## src/rtl/score_pkg.sv

```systemverilog
// Shared types and constants for the score update controller.
//   game_state_e : game FSM encoding (IDLE=00 PLAY=01 PAUSE=10 DONE=11)
//   INP_*        : accumulator update codes
//   hit_event_t  : judged event as buffered in the event FIFO
package score_pkg;

    typedef enum logic [1:0] {
        StIdle  = 2'b00,
        StPlay  = 2'b01,
        StPause = 2'b10,
        StDone  = 2'b11
    } game_state_e;

    localparam logic [1:0] INP_NONE  = 2'b00;
    localparam logic [1:0] INP_BONUS = 2'b11;

    typedef struct packed {
        logic       miss;
        logic [1:0] lanes;
    } hit_event_t;

    localparam int unsigned COMBO_W_DEFAULT = 8;

endpackage

```

## src/rtl/hit_event_fifo.sv

```systemverilog
// Synchronous FIFO of judged hit events.
// Ports:
//   clk, reset  : clock, asynchronous active-high reset
//   flush       : synchronous clear of all entries
//   push, wdata : write an event (ignored when full)
//   pop, rdata  : rdata shows the oldest entry; pop discards it (ignored when empty)
//   full, empty : occupancy flags derived from the registered count
// FIFO_DEPTH must be a power of two so the pointers wrap naturally.
module hit_event_fifo
    import score_pkg::*;
#(
    parameter int unsigned FIFO_DEPTH = 4
) (
    input  logic       clk,
    input  logic       reset,
    input  logic       flush,
    input  logic       push,
    input  hit_event_t wdata,
    input  logic       pop,
    output hit_event_t rdata,
    output logic       full,
    output logic       empty
);

    localparam int unsigned     PTR_W     = $clog2(FIFO_DEPTH);
    localparam logic [PTR_W-1:0] PTR_ONE  = PTR_W'(1);
    localparam logic [PTR_W:0]  CNT_ONE   = (PTR_W + 1)'(1);
    localparam logic [PTR_W:0]  DEPTH_CNT = (PTR_W + 1)'(FIFO_DEPTH);

    hit_event_t       r_mem [FIFO_DEPTH];
    logic [PTR_W-1:0] r_wptr;
    logic [PTR_W-1:0] r_rptr;
    logic [PTR_W:0]   r_count;
    logic             w_push;
    logic             w_pop;

    assign full   = (r_count == DEPTH_CNT);
    assign empty  = (r_count == '0);
    assign w_push = push && !full;
    assign w_pop  = pop && !empty;
    assign rdata  = r_mem[r_rptr];

    always_ff @(posedge clk) begin
        if (w_push) begin
            r_mem[r_wptr] <= wdata;
        end
    end

    always_ff @(posedge clk or posedge reset) begin
        if (reset) begin
            r_wptr  <= '0;
            r_rptr  <= '0;
            r_count <= '0;
        end else if (flush) begin
            r_wptr  <= '0;
            r_rptr  <= '0;
            r_count <= '0;
        end else begin
            if (w_push) r_wptr <= r_wptr + PTR_ONE;
            if (w_pop)  r_rptr <= r_rptr + PTR_ONE;
            if (w_push && !w_pop) begin
                r_count <= r_count + CNT_ONE;
            end else if (!w_push && w_pop) begin
                r_count <= r_count - CNT_ONE;
            end
        end
    end

endmodule

```

## src/rtl/score_update_ctrl.sv

```systemverilog
// Game-side controller sequencing the score accumulator.
// Buffers judged events, drains one per cycle in PLAY, keeps combo / max combo,
// and issues a 2-bit update code plus combo to the accumulator.
// Ports:
//   clk, reset               : clock, asynchronous active-high reset
//   start/pause/resume       : game control requests
//   song_end                 : chart finished; drain queued events, then DONE
//   hit_valid/ready/lanes/miss : judged event handshake (hit_ready is combinational)
//   game_state               : IDLE=00 PLAY=01 PAUSE=10 DONE=11
//   score_clr                : one-cycle accumulator clear at game start
//   score_inp, score_combo   : one update per popped hit event, 00 otherwise
//   combo, max_combo         : live and best combo of this game
// Build option: FULL_COMBO_BONUS_EN adds a bonus update (code 11) in the first
// DONE cycle when the game had hits and no misses.
module score_update_ctrl
    import score_pkg::*;
#(
    parameter int unsigned FIFO_DEPTH = 4,
    parameter int unsigned COMBO_W    = COMBO_W_DEFAULT
) (
    input  logic               clk,
    input  logic               reset,
    input  logic               start,
    input  logic               pause,
    input  logic               resume,
    input  logic               song_end,
    input  logic               hit_valid,
    output logic               hit_ready,
    input  logic [1:0]         hit_lanes,
    input  logic               hit_miss,
    output logic [1:0]         game_state,
    output logic               score_clr,
    output logic [1:0]         score_inp,
    output logic [COMBO_W-1:0] score_combo,
    output logic [COMBO_W-1:0] combo,
    output logic [COMBO_W-1:0] max_combo
);

    localparam logic [COMBO_W-1:0] COMBO_MAX = '1;
    localparam logic [COMBO_W-1:0] COMBO_ONE = COMBO_W'(1);

    game_state_e        r_state, w_state_nxt;
    logic               r_end_pending, w_end_pending_nxt;
    hit_event_t         r_ev;
    logic               r_ev_vld;
    hit_event_t         w_fifo_wdata;
    hit_event_t         w_fifo_rdata;
    logic               w_fifo_full;
    logic               w_fifo_empty;
    logic               w_push;
    logic               w_pop;
    logic               w_flush;
    logic [COMBO_W-1:0] r_combo, w_combo_nxt;
    logic [COMBO_W-1:0] r_max_combo, w_max_combo_nxt;
    logic [COMBO_W-1:0] w_combo_inc;
    logic               r_score_clr, w_score_clr_nxt;
    logic [1:0]         r_score_inp, w_score_inp_nxt;
    logic [COMBO_W-1:0] r_score_combo, w_score_combo_nxt;
`ifdef FULL_COMBO_BONUS_EN
    logic               r_any_miss, w_any_miss_nxt;
    logic               r_any_hit, w_any_hit_nxt;
`endif

    assign hit_ready = !w_fifo_full && !r_end_pending
                       && ((r_state == StPlay) || (r_state == StPause));
    assign w_push       = hit_valid && hit_ready;
    assign w_pop        = (r_state == StPlay) && !w_fifo_empty;
    assign w_fifo_wdata = {hit_miss, hit_lanes};
    assign w_combo_inc  = (r_combo == COMBO_MAX) ? r_combo : r_combo + COMBO_ONE;

    hit_event_fifo #(
        .FIFO_DEPTH(FIFO_DEPTH)
    ) u_fifo (
        .clk  (clk),
        .reset(reset),
        .flush(w_flush),
        .push (w_push),
        .wdata(w_fifo_wdata),
        .pop  (w_pop),
        .rdata(w_fifo_rdata),
        .full (w_fifo_full),
        .empty(w_fifo_empty)
    );

    always_comb begin
        w_state_nxt       = r_state;
        w_end_pending_nxt = r_end_pending;
        w_flush           = 1'b0;
        w_combo_nxt       = r_combo;
        w_max_combo_nxt   = r_max_combo;
        w_score_clr_nxt   = 1'b0;
        w_score_inp_nxt   = INP_NONE;
        w_score_combo_nxt = '0;
`ifdef FULL_COMBO_BONUS_EN
        w_any_miss_nxt    = r_any_miss;
        w_any_hit_nxt     = r_any_hit;
`endif

        // The event popped last cycle is applied now, even if the game paused meanwhile.
        if (r_ev_vld) begin
            if (r_ev.miss) begin
                w_combo_nxt = '0;
`ifdef FULL_COMBO_BONUS_EN
                w_any_miss_nxt = 1'b1;
`endif
            end else if (r_ev.lanes != 2'b00) begin
                w_combo_nxt       = w_combo_inc;
                w_score_inp_nxt   = r_ev.lanes;
                w_score_combo_nxt = w_combo_inc;
                if (w_combo_inc > r_max_combo) w_max_combo_nxt = w_combo_inc;
`ifdef FULL_COMBO_BONUS_EN
                w_any_hit_nxt = 1'b1;
`endif
            end
        end

        unique case (r_state)
            StIdle, StDone: begin
                if (start) begin
                    w_state_nxt       = StPlay;
                    w_flush           = 1'b1;
                    w_end_pending_nxt = 1'b0;
                    w_combo_nxt       = '0;
                    w_max_combo_nxt   = '0;
                    w_score_clr_nxt   = 1'b1;
`ifdef FULL_COMBO_BONUS_EN
                    w_any_miss_nxt    = 1'b0;
                    w_any_hit_nxt     = 1'b0;
`endif
                end
            end
            StPlay: begin
                if (song_end) begin
                    w_end_pending_nxt = 1'b1;
                end else if (pause) begin
                    w_state_nxt = StPause;
                end
                // Wait for the output stage too, so the last update precedes DONE.
                if (r_end_pending && w_fifo_empty && !w_pop && !r_ev_vld) begin
                    w_state_nxt = StDone;
`ifdef FULL_COMBO_BONUS_EN
                    if (!r_any_miss && r_any_hit) begin
                        w_score_inp_nxt   = INP_BONUS;
                        w_score_combo_nxt = r_combo;
                    end
`endif
                end
            end
            StPause: begin
                if (song_end) w_end_pending_nxt = 1'b1;
                if (resume)   w_state_nxt = StPlay;
            end
            default: w_state_nxt = StIdle;
        endcase
    end

    always_ff @(posedge clk or posedge reset) begin
        if (reset) begin
            r_state       <= StIdle;
            r_end_pending <= 1'b0;
            r_ev          <= '0;
            r_ev_vld      <= 1'b0;
            r_combo       <= '0;
            r_max_combo   <= '0;
            r_score_clr   <= 1'b0;
            r_score_inp   <= INP_NONE;
            r_score_combo <= '0;
`ifdef FULL_COMBO_BONUS_EN
            r_any_miss    <= 1'b0;
            r_any_hit     <= 1'b0;
`endif
        end else begin
            r_state       <= w_state_nxt;
            r_end_pending <= w_end_pending_nxt;
            r_ev_vld      <= w_pop;
            if (w_pop) r_ev <= w_fifo_rdata;
            r_combo       <= w_combo_nxt;
            r_max_combo   <= w_max_combo_nxt;
            r_score_clr   <= w_score_clr_nxt;
            r_score_inp   <= w_score_inp_nxt;
            r_score_combo <= w_score_combo_nxt;
`ifdef FULL_COMBO_BONUS_EN
            r_any_miss    <= w_any_miss_nxt;
            r_any_hit     <= w_any_hit_nxt;
`endif
        end
    end

    assign game_state  = r_state;
    assign score_clr   = r_score_clr;
    assign score_inp   = r_score_inp;
    assign score_combo = r_score_combo;
    assign combo       = r_combo;
    assign max_combo   = r_max_combo;

endmodule
```

## config.mk

```make
export PLATFORM = sky130hd
export DESIGN_NAME = score_update_ctrl
export DESIGN_NICKNAME = d
export VERILOG_FILES = /design/src/rtl/score_pkg.sv /design/src/rtl/hit_event_fifo.sv /design/src/rtl/score_update_ctrl.sv
export SDC_FILE = /design/constraint.sdc
export NUM_CORES = 1
export LEC_CHECK = 0
export CORE_MARGIN = 3
export CORE_UTILIZATION = 50
export CTS_CLUSTER_SIZE = 30
export DETAILED_ROUTE_END_ITERATION = 8
export PLACE_DENSITY = 0.75
export SLEW_MARGIN = 5
export SYNTH_ARGS = -nofsm -noshare
export SYNTH_HDL_FRONTEND = slang
export SYNTH_SLANG_ARGS = --single-unit
```

## constraint.sdc

```tcl
create_clock -name clk -period 3.3 [get_ports clk]
set_input_delay 0.33 -clock clk [delete_from_list [all_inputs] [get_ports clk]]
set_output_delay 0.33 -clock clk [all_outputs]
set_load 0.02 [all_outputs]
```

==> flow_summary_export.csv <==
group,metric,value,unit
floorplan,initial_utilization,54.0,%
power,p_int,1430,uW
cells_and_area,diodes,0,
synth,synth-edff-count,12,
timing,fin_crit,3.09,ns
timing,timing.fmax,324,MHz
worst_setup_path,path_delay_family,"compound AO/OA/AOI/OAI gates",
synth,yosys_warnings,0,
floorplan,dieArea,6250,um2
route,drtPass1Iterations,4,
timing,finalHoldViolations,0,
synth,post_synth_fa_ha_maj_area_fraction,8.26,%
clock_network,cts_resized,0,
worst_setup_path,worst_ep_arrival_time,3.25,ns
job,drv_cap,0,
synth,syn-cell-area,2670,um2
power,switching_share,39.2,%
floorplan,rows,25,
clock_network,insertion_delay,0.31,ns
synth,yosysTopAreaCell,"dfrtp_1",
synth,synth_top_family_by_area,"compound AO/OA/AOI/OAI gates",
synth,ys_types,50,
worst_setup_path,r2r_cells,10,
floorplan,die_height,79.0,um
clock_network,postCtsHoldBufs,0,
timing,fin_crit_sh,93.6,%
placed_design,placed_area,3150,um2
route,drc_errors,0,
worst_setup_path,crit_required,3.46,ns
synth,syn-instance-count,236,
timing,fin_skew,0.00756,ns
timing,slew_viol_final,0,
worst_setup_path,cp_num_buf_inv,0,
outcome,status,"finished clean",
floorplan,ioPinCount,40,
synth,async_flop_share,77.4,%
grt,grt-ovfl-total,0,
power,peakVddDrop,0.000518,V
worst_hold_path,hp-class,"in2async",
worst_setup_path,crit_chain,"ha_1, and2_1, nand3_4, mux2_2, ha_1, and2b_2, o211ai_1, a2111o_1, a21o_1, a21oi_2",
power,combPwrFrac,45.0,%
worst_setup_path,critPathKind,"reg2reg",
synth,ys.flop_type,"dfrtp_1",
floorplan,dieWidth,79.0,um
worst_setup_path,slowest_stage,"dfrtp_1",
cells_and_area,drive_above_1_share,12.1,%
clock_network,clk_path_buf_depth,2,
placed_design,dp_hpwl,3740,um
worst_setup_path,crit_path_end_kind,"flop",
clock_network,numCtsBuffers,5,
cells_and_area,final_cells,349,
cells_and_area,fin_util,65.5,%
grt,grt_pass1_wl,8720,um
power,power.leakage,0.00138,uW
cells_and_area,nets,308,
worst_setup_path,cpMostUsedCell,"ha_1",
cells_and_area,final_cell_area,3240,um2
floorplan,coreArea,4940,um2
clock_network,clkTransAtPathRegs,0.09,ns
synth,synthXorXnorAreaFrac,1.97,%
timing,grt_setup_unrepaired,"no",
timing,finalSetupTns,0,ns
power,pwr-share-clk,15.1,%
synth,muxShareOfSynthArea,4.60,%
grt,grt_max_degree,26,
synth,ys_ff_latch,53,
synth,synth_compound_area_share,14.9,%
timing,hold_ws,0.366,ns
synth,synthTopCellsByCount,"dfrtp_1, nor2_1, a21oi_1",
grt,grt_pass1_vias,1830,
power,p_seq_share,40.0,%
synth,synth_top_area_share,38.5,%
grt,antenna_found_initial,0,
cells_and_area,fill_cells,409,
route,wirelength,5160,um
synth,synth_area_per_cell,11.3,um2
timing,setup_viol,0,
worst_setup_path,critPathMaxFanout,9,
route,post_drt_wl_per_cell,14.8,um
synth,synthTopCellsByArea,"dfrtp_1, edfxtp_1, ha_1, a21oi_1, nor2_1",
grt,grt_use_total,18.3,%
synth,yosysMostFrequentCell,"dfrtp_1",
route,drt_iter0_drc,108,
timing,worstMarginPinSlew,1.00,ns
synth,seq_area_frac_synth,52.0,%
placed_design,globalplace.congestion,0.825,
worst_setup_path,crit_path_start_kind,"flop",
clock_network,clock_sinks,53,
clock_network,htree_levels,2,
placed_design,dp.cells,341,
clock_network,cts_setup_buffers,0,
synth,synthSimpleGateAreaFrac,14.3,%
worst_setup_path,cp.depth,10,
power,power_density,727,nW/um2
synth,syn_nets,263,
clock_network,cts_root_buffer,"clkbuf_8",
clock_network,cts_tree,"yes",
placed_design,io_buffer_count,39,
route,viasPerCell,5.36,
power,switchingPower,923,uW
route,final_antenna_net_count,0,
timing,maxSlewHeadroom,33.3,%
route,route.vias.total,1871,
worst_setup_path,max_stage_delay,0.45,ns
cells_and_area,area_growth,21.3,%
worst_setup_path,rrSetupSlack,0.21,ns
## worst paths after layout
| path | from | endpoint |
|---|---|---|
| setup / recovery | combo[0]$_DFF_PP0_ | max_combo[0]$_DFF_PP0_ |
| hold / removal | reset | combo[2]$_DFF_PP0_ |
| setup reg to reg | combo[0]$_DFF_PP0_ | max_combo[0]$_DFF_PP0_ |
| hold reg to reg | u_fifo.r_count[1]$_DFFE_PP0P_ | u_fifo.r_count[1]$_DFFE_PP0P_ |
| max in group asynchronous | reset | r_ev[1]$_DFFE_PP0P_ |
| min in group clk | u_fifo.r_count[1]$_DFFE_PP0P_ | u_fifo.r_count[1]$_DFFE_PP0P_ |
## cell type report
class                           instances  area, um2  area share [%]
Inverter                               18       67.6            2.09
Multi-Input combinational cell        157       1170            36.3
Clock inverter                          2       10.0           0.309
Sequential cell                        53       1390            42.8
Timing Repair Buffer                   46        443            13.7
Clock buffer                            6       72.6            2.24
Tap cell                               67       83.8            2.59
## logic make-up after synthesis
kind of cell,count (synthesis)
compound gates,57
xor+xnor,6
fa+ha+maj,17
buf+inv,26
flops,53
mux,8
simple gates,69
## worst reg2reg max path, cell delays in order (launching register included)
cell and delay, ns:
dfrtp_1 0.45, ha_1 0.27, and2_1 0.25, nand3_4 0.14, mux2_2 0.38, ha_1 0.31, and2b_2 0.20, o211ai_1 0.33
a2111o_1 0.39, a21o_1 0.18, a21oi_2 0.05
## sequential cells by signal, indices dropped and copies added (netlist names)
register        count
u_fifo.r_mem       12
combo               8
max_combo           8
score_combo         8
r_ev                3
u_fifo.r_count      3
game_state          2
score_inp           2
u_fifo.r_rptr       2
u_fifo.r_wptr       2
r_end_pending       1
r_ev_vld            1
score_clr           1
## power by group through the flow
| stage | Clock (uW) | Combinational (uW) | Sequential, uW |
|---|---|---|---|
| 5_1_grt | 397 | 1190 | 965 |
| 2_1_floorplan | 0 | 743 | 981 |
| 3_5_place_dp | 0 | 1060 | 956 |
| 3_3_place_gp | 0 | 1030 | 950 |
| 6_report | 355 | 1060 | 941 |
| 4_1_cts | 371 | 1060 | 943 |
## cell usage in the layout (no fill, tap or decap), types with 6 or more instances in the layout
cell type        count
o21ai_0             10
nand3_1              8
edfxtp_1            12
dfrtp_1             41
a22oi_1              6
ha_1                16
nor2_1              22
and2_1               9
and3_1               7
a21oi_1             20
inv_1               17
buf_4                7
clkdlybuf4s50_1     39
## stage by stage
step / setup slack (ns) / total power, uW
6_report: 0.212 / 2350
5_1_grt: 0.0159 / 2550
4_1_cts: 0.259 / 2380
3_5_place_dp: 0.270 / 2010
3_3_place_gp: 0.372 / 1980
2_1_floorplan: 0.349 / 1720
## metal layers
| metal | up-vias | global-route usage [%] | part of all wire (%) | wire length [um] |
|---|---|---|---|---|
| met4 | 0 | 7.39 | 1.1 | 59 |
| met2 | 53 | 27.1 | 44 | 2260 |
| met3 | 5 | 5.33 | 6.7 | 347 |
| met5 | - | 0 | 0 | 0 |
| met1 | 886 | 25.4 | 48 | 2490 |
| li1 | 927 | - | - | - |
Note: power is estimated with default switching activity, not from simulation.
